### src/rtl/if_prefetch_queue.sv
// Instruction prefetch queue feeding the RV32 IF stage: in-order fetch to a multi-cycle
// instruction memory, {pc, inst} buffering, and redirect flush with stale-response draining.
module if_prefetch_queue #(
  parameter int unsigned DEPTH    = 4,
  parameter logic [31:0] RESET_PC = 32'h0000_0000
) (
  input  logic                         clk,
  input  logic                         rst,
  input  logic                         redirect,
  input  logic [31:0]                  redirect_pc,
  output logic                         mem_req,
  output logic [31:0]                  mem_addr,
  input  logic                         mem_gnt,
  input  logic                         mem_rvalid,
  input  logic [31:0]                  mem_rdata,
  output logic                         out_valid,
  output logic [31:0]                  out_pc,
  output logic [31:0]                  out_inst,
  input  logic                         out_ready,
  output logic [$clog2(DEPTH+1)-1:0]   level
);

  localparam int CW = $clog2(DEPTH + 1);
  localparam int PW = $clog2(DEPTH);

  typedef struct packed {
    logic [31:0] pc;
    logic [31:0] inst;
  } entry_t;

  typedef enum logic {RUN = 1'b0, DRAIN = 1'b1} state_t;

  state_t              state, state_nxt;
  entry_t [DEPTH-1:0]  q_mem;
  entry_t              head;
  logic [PW-1:0]       wr_ptr, rd_ptr;
  logic [CW-1:0]       count, outstanding, stale, stale_base, stale_nxt;
  logic [CW:0]         credit_sum;
  logic [31:0]         fetch_pc, resp_pc;
  logic                credit_ok, issue, push, pop;

  // Credit covers both buffered and in-flight words so a response always has a slot.
  assign credit_sum = {1'b0, count} + {1'b0, outstanding};
  assign credit_ok  = credit_sum < (CW+1)'(DEPTH);
  assign issue      = mem_req & mem_gnt;
  assign push       = (state == RUN) & ~redirect & mem_rvalid & (outstanding != '0);
  assign pop        = out_valid & out_ready & ~redirect;

  // Stale responses: in-flight requests orphaned by a redirect, minus one arriving now.
  always_comb begin
    stale_base = stale + outstanding;
    stale_nxt  = stale;
    if (redirect)
      stale_nxt = stale_base - CW'(mem_rvalid && (stale_base != '0));
    else if ((state == DRAIN) && mem_rvalid && (stale != '0))
      stale_nxt = stale - CW'(1);
  end

  always_ff @(posedge clk or posedge rst) begin
    if (rst) state <= RUN;
    else     state <= state_nxt;
  end

  always_comb begin
    state_nxt = state;
    case (state)
      RUN:     if (redirect && (stale_nxt != '0)) state_nxt = DRAIN;
      DRAIN:   if (stale_nxt == '0)               state_nxt = RUN;
      default: state_nxt = RUN;
    endcase
  end

  always_comb begin
    mem_req  = ~rst & (state == RUN) & ~redirect & credit_ok;
    mem_addr = fetch_pc;
  end

  always_ff @(posedge clk or posedge rst) begin
    if (rst) begin
      fetch_pc    <= RESET_PC;
      resp_pc     <= RESET_PC;
      count       <= '0;
      outstanding <= '0;
      stale       <= '0;
      wr_ptr      <= '0;
      rd_ptr      <= '0;
    end else begin
      stale <= stale_nxt;
      if (redirect) begin
        fetch_pc    <= redirect_pc;
        resp_pc     <= redirect_pc;
        count       <= '0;
        outstanding <= '0;
        wr_ptr      <= '0;
        rd_ptr      <= '0;
      end else begin
        if (issue) fetch_pc <= fetch_pc + 32'd4;
        if (push) begin
          resp_pc <= resp_pc + 32'd4;
          wr_ptr  <= wr_ptr + PW'(1);
        end
        if (pop) rd_ptr <= rd_ptr + PW'(1);
        outstanding <= outstanding + CW'(issue) - CW'(push);
        count       <= count + CW'(push) - CW'(pop);
      end
    end
  end

  // Payload storage needs no reset: outputs are masked by out_valid.
  always_ff @(posedge clk) begin
    if (push) q_mem[wr_ptr] <= {resp_pc, mem_rdata};
  end

  assign head      = q_mem[rd_ptr];
  assign out_valid = (count != '0);
  assign out_pc    = out_valid ? head.pc   : 32'h0;
  assign out_inst  = out_valid ? head.inst : 32'h0;
  assign level     = count;

`ifndef SYNTHESIS
  always @(posedge clk) begin
    if (!rst)
      assert (!(mem_rvalid && (outstanding == '0) && (stale == '0)))
        else $warning("if_prefetch_queue: mem_rvalid with no request pending, response ignored");
  end
`endif

endmodule

### config.mk
export PLATFORM = sky130hd
export DESIGN_NAME = if_prefetch_queue
export DESIGN_NICKNAME = d
export VERILOG_FILES = /design/src/rtl/if_prefetch_queue.sv
export SDC_FILE = /design/constraint.sdc
export NUM_CORES = 1
export LEC_CHECK = 0
export CELL_PAD_IN_SITES_DETAIL_PLACEMENT = 0
export CELL_PAD_IN_SITES_GLOBAL_PLACEMENT = 1
export CORE_AREA = 2 2 164 182
export CTS_CLUSTER_SIZE = 14
export DETAILED_ROUTE_END_ITERATION = 10
export DIE_AREA = 0 0 166 184
export GPL_TIMING_DRIVEN = 0
export PLACE_DENSITY = 0.9
export SLEW_MARGIN = 20
export SYNTH_ARGS = -nofsm -noshare
export SYNTH_HDL_FRONTEND = slang
export SYNTH_SLANG_ARGS = --single-unit
### constraint.sdc
create_clock -name clk -period 11.4 [get_ports clk]
set_clock_uncertainty 0.1 [all_clocks]
set_input_delay 1.71 -clock clk [delete_from_list [all_inputs] [get_ports clk]]
set_output_delay 1.71 -clock clk [all_outputs]
set_load 0.02 [all_outputs]
== Yosys cells after proc, flatten, opt, wreduce, memory -nomap -nowiden ==
Index checks and enable logic that the tools add are counted.

* $add $sub $neg: 12
* Muxes and demuxes: 22
* $lt $le $gt $ge: 4
* Bitwise gates (word level): 12
* Reductions and logical operators: 14

{| class="wikitable"
|+ Operators by type and width
! kind !! number
|-
| 256-bit bitwise mux || 1
|-
| 32-bit 2-to-1 mux || 6
|-
| 64-bit binary-select mux with 2-bit select || 1
|-
| 64-bit demux with 2-bit select || 1
|-
| 64-bit 2-to-1 mux || 2
|-
| 32-bit by 3-bit adder with 32-bit output (second input constant) || 2
|-
| 3-bit nonzero test || 5
|-
| 3-bit 2-to-1 mux || 4
|-
| 1-bit AND || 9
|-
| 3-bit by 1-bit subtractor with 3-bit output || 3
|-
| 2-bit 2-to-1 mux || 4
|-
| 3-bit by 1-bit adder with 3-bit output || 2
|-
| 2-bit by 3-bit < comparator with 1-bit output (second input constant) || 2
|-
| 2-bit nonzero test || 3
|-
| 1-bit logical AND || 5
|-
| 2-bit by 1-bit adder with 2-bit output (second input constant) || 2
|-
| 3-bit by 3-bit adder with 4-bit output || 1
|-
| 4-bit by 3-bit < comparator with 1-bit output (second input constant) || 1
|-
| 3-bit adder || 1
|-
| 3-bit zero test || 1
|-
| 1-bit inverter || 3
|-
| 3-bit by 1-bit subtractor with 3-bit output (second input constant) || 1
|-
| 2-bit by 1-bit >= comparator with 1-bit output (second input constant) || 1
|-
| 1-bit 2-to-1 mux || 2
|-
| 1-bit case mux with 2 select lines || 1
|}

* Flip-flop bits (word level): 334
* Logic and storage cells: 80
* Bits of input ports: 70

== Depth between registers and ports, before layout ==
* Depth after elaboration: 9
* Depth in mapped cells: 14

== Least setup slack after synthesis ==
No wires, ideal clock.

* Path kind: input port to flip-flop
* From: in redirect
* To: reg q_mem[0] in the netlist's numbering (enable)
* Slack: 6.295 ns
* Arrival: 4.576 ns
* Cell stages on the path: 7
* Path buffers: 3
* Required time: 10.871 ns
* Cells stage by stage: buf_2 or3b_1 or2_2 inv_1 buf_2 buf_2 and2_1

* Longest elaborated chain between the ends: 4

{| class="wikitable"
|+ Ends and longest elaborated chain
! item !! line !! source
|-
| from (decl) || 9 || <nowiki>input logic redirect,</nowiki>
|-
| 1-bit inverter || 46 || <nowiki>assign push = (state == RUN) & ~redirect & mem_rvalid & (outstanding != '0);</nowiki>
|-
| 1-bit AND (3 in series) || 46 ||
|-
| to (signal, indexed assignment) || 111 || <nowiki>if (push) q_mem[wr_ptr] <= {resp_pc, mem_rdata};</nowiki>
|-
| to (decl) || 34 || <nowiki>entry_t [DEPTH-1:0] q_mem;</nowiki>
|}

No other way between the ends.
A chain may end at the register's enable or synchronous reset.

== Final worst setup path ==
* From: in rst
* To: out mem_req

* Longest elaborated chain between the ends: 4

{| class="wikitable"
|+ Ends and longest elaborated chain
! item !! line !! source
|-
| from (decl) || 8 || <nowiki>input logic rst,</nowiki>
|-
| 1-bit inverter || 74 || <nowiki>mem_req = ~rst & (state == RUN) & ~redirect & credit_ok;</nowiki>
|-
| 1-bit AND (3 in series) || 74 ||
|-
| to (decl) || 11 || <nowiki>output logic mem_req,</nowiki>
|}

No other way between the ends.

==> flow_summary.yaml <==
drt:
  vias: 8832
  drc: 0
  drt_iter0_markers: 676
  ant_nets: 0
  routed_wl_um: 32300
  wire_per_inst_um: 21.2
  first_pass_iters: 5
  vias_per_cell: 5.81
worst_setup_path:
  timing.rr.start: "state$_DFF_PP0_"
  required_ns: 9.59
  start_kind: "primary input"
  worstSetupStartpoint: "rst"
  worst-setup-path-type: "in2out"
  worstPathMaxFanout: 2
  critPathCaptureType: "primary output"
  arrival_ns: 3.47
min_path:
  hp-class: "reg2reg"
  hp-start: "resp_pc[1]$_DFFE_PP0P_"
clock_tree:
  numCtsBuffers: 34
  ctsResizeCount: 0
  cts.sink_count: 334
  cts_max_path_buffers: 3
  htreeDepth: 2
  cts_hold_buf: 0
  path_clk_slew_ns: 0.06
  post_cts_buffers: 0
  cts_tree: "done"
  root_buffer: "clkbuf_16"
  insertion_delay_ns: 0.53
global_routing:
  grt_max_degree: 49
  grt_antenna_before_repair: 0
  grt_pass1_vias: 8912
  grt_util_met2_pct: 36.0
  top_usage_layer: "met2"
  grt_use_total_pct: 21.3
  grt-ovfl-total: 0
  use_met3_pct: 3.51
  grt_pass1_wl_um: 50400
  grt.met1_usage_pct: 28.4
synthesis:
  synth_mux_area_share_pct: 10.2
  syn_nets: 1007
  ys_ff_latch: 334
  synth_top_cell_area_share_pct: 54.2
  post-synth-top-area-cell: "edfxtp_1"
  ys_types: 54
  synthArstFlopShare_pct: 23.4
  synthCells: 917
  synthXorXnorAreaFrac_pct: 1.30
  ys.flop_type: "edfxtp_1"
  ys_warn_count: 0
  seq_area_frac_synth_pct: 67.9
  netlist_area_um2: 14200
  synth-simple-area-share_pct: 10.5
  synth_top_family_by_area: "simple AND/OR/NAND/NOR gates"
  synth_edf_count: 256
  synth_compound_area_share_pct: 5.91
  ys_top_cells_by_area: "edfxtp_1 (54%), dfrtp_1 (14%), mux4_2 (10%)"
  avgSynthCellArea_um2: 15.5
  synth_fa_ha_area_share_pct: 1.92
power_and_ir_drop:
  p_int_uw: 2390
  ir_worst_vdd_mv: 0.197
  clkPwrFrac_pct: 32.4
  switching_power_uw: 953
  switching_share_pct: 28.5
  p_comb_share_pct: 25.5
  p_leak_uw: 0.00596
  cellPowerDensity_nw_per_um2: 190
  power_frac_seq_pct: 42.1
sta:
  worst_pin_slew_ns: 0.938
  final-setup-viol-count: 0
  fin_setup_tns_ns: 0
  slew_violations: 0
  fin_crit_sh_pct: 46.3
  maxSlewHeadroom_pct: 37.5
  finalHoldViolations: 0
  min_period_ns: 5.28
  rsz0062_at_grt: "no"
  max_freq_mhz: 189
final_layout:
  drive_above_1_share_pct: 12.1
  seq_area_um2: 9640
  final_common_cell: "edfxtp_1"
  multi_input_area_um2: 4250
  fillCellCount: 2090
  instances_no_fill: 1521
  final_net_count: 1217
  layout_common_cells: "edfxtp_1 (256), clkdlybuf4s50_1 (169), dfrtp_1 (78)"
  antenna_cells: 0
  syn2layout_area_growth_pct: 23.8
floorplan:
  start_util_pct: 49.7
  ios: 171
  die_area_um2: 30500
  rows: 65
  die_w_um: 166
  core_area_um2: 28500
  die_h_um: 184
job:
  max_cap_viol_count: 0
placement:
  place_hpwl_um: 21400
  port_buffers: 169
  gp_congestion: 0.904
  place_inst: 1459
run_status:
  outcome: "finished clean"
-- cells by family (layout without fill, tap and decap cells) --
group           count (synthesis)  count (layout)
flops                         334             334
mux                            65              65
xor+xnor                       21              21
fa+ha+maj                      20              20
buf+inv                        80             316
simple gates                  276             276
compound gates                121             121
-- power by group through the flow --
stage | clock network, µW | registers [µW] | logic, µW
detailed placement | 0 | 1430 | 864
CTS | 1100 | 1410 | 868
global route | 1140 | 1410 | 921
global placement | 0 | 1430 | 856
floorplan | 0 | 1430 | 481
finish | 1080 | 1410 | 854
-- final timing paths --
kind	to	slack [ns]	cells past startpoint
setup / recovery	mem_req	6.12	4
hold / removal	q_mem[225]$_DFFE_PP_	0.42	0
setup reg to reg	outstanding[2]$_DFF_PP0_	7.90	13
hold reg to reg	q_mem[225]$_DFFE_PP_	0.42	0
max in group asynchronous	mem_addr[27]$_DFFE_PP0N_	9.04	3
min in group asynchronous	mem_addr[22]$_DFFE_PP0N_	1.54	2
-- cells in the mapped netlist (9+ instances only) --
master and count:
xnor2_1 9, dfrtp_1 78, and2_1 71, o311ai_0 21, mux4_2 64, xor2_1 12
ha_1 17, o21ai_0 34, clkbuf_1 34, nand3_1 39, nand4_1 24, inv_1 29
and3_1 11, nor2_1 26, edfxtp_1 256, o211ai_1 27, nand2_1 66
-- critical path, cell delays in order --
cell	delay [ns]
clkdlybuf4s50_1	0.46
nor4_1	0.45
and3_1	0.24
clkdlybuf4s50_1	0.60
-- cell type report --
class / instances / area share, %
flip-flops and latches: 334 / 54.9
multi-input cells: 503 / 24.2
repair buffers: 174 / 10.4
clock buffers: 41 / 5.05
well taps: 368 / 2.62
plain buffers: 50 / 1.13
clock inverters: 21 / 1.10
inverters: 30 / 0.655
-- registers in the layout, indices dropped and copies added (netlist names), 2 cells and up --
name,count
stale,3
wr_ptr,2
resp_pc,32
level,3
rd_ptr,2
outstanding,3
mem_addr,32
q_mem,256
-- stage by stage --
| stage | utilization, % | worst slack [ns] | hold slack (ns) | power, µW | cell area, µm² |
|---|---|---|---|---|---|
| after floorplan | - | 6.29 | 0.374 | 1910 | 14200 |
| final | 61.5 | 6.12 | 0.421 | 3350 | 17600 |
| after global placement | 57.3 | 4.41 | 0.385 | 2280 | 16300 |
| after detailed placement | 57.8 | 6.07 | 0.404 | 2290 | 16500 |
| after global routing | 61.5 | 5.98 | 0.445 | 3480 | 17600 |
| after CTS | 61.5 | 6.09 | 0.419 | 3380 | 17600 |
-- routing by layer --
layer  wire (µm)  vias up
li1            -     3994
met1       13400     4407
met2       15800      370
met3        2130       61
met4         935        0
met5           0        -
No activity file was read; power rests on OpenSTA's default activity.
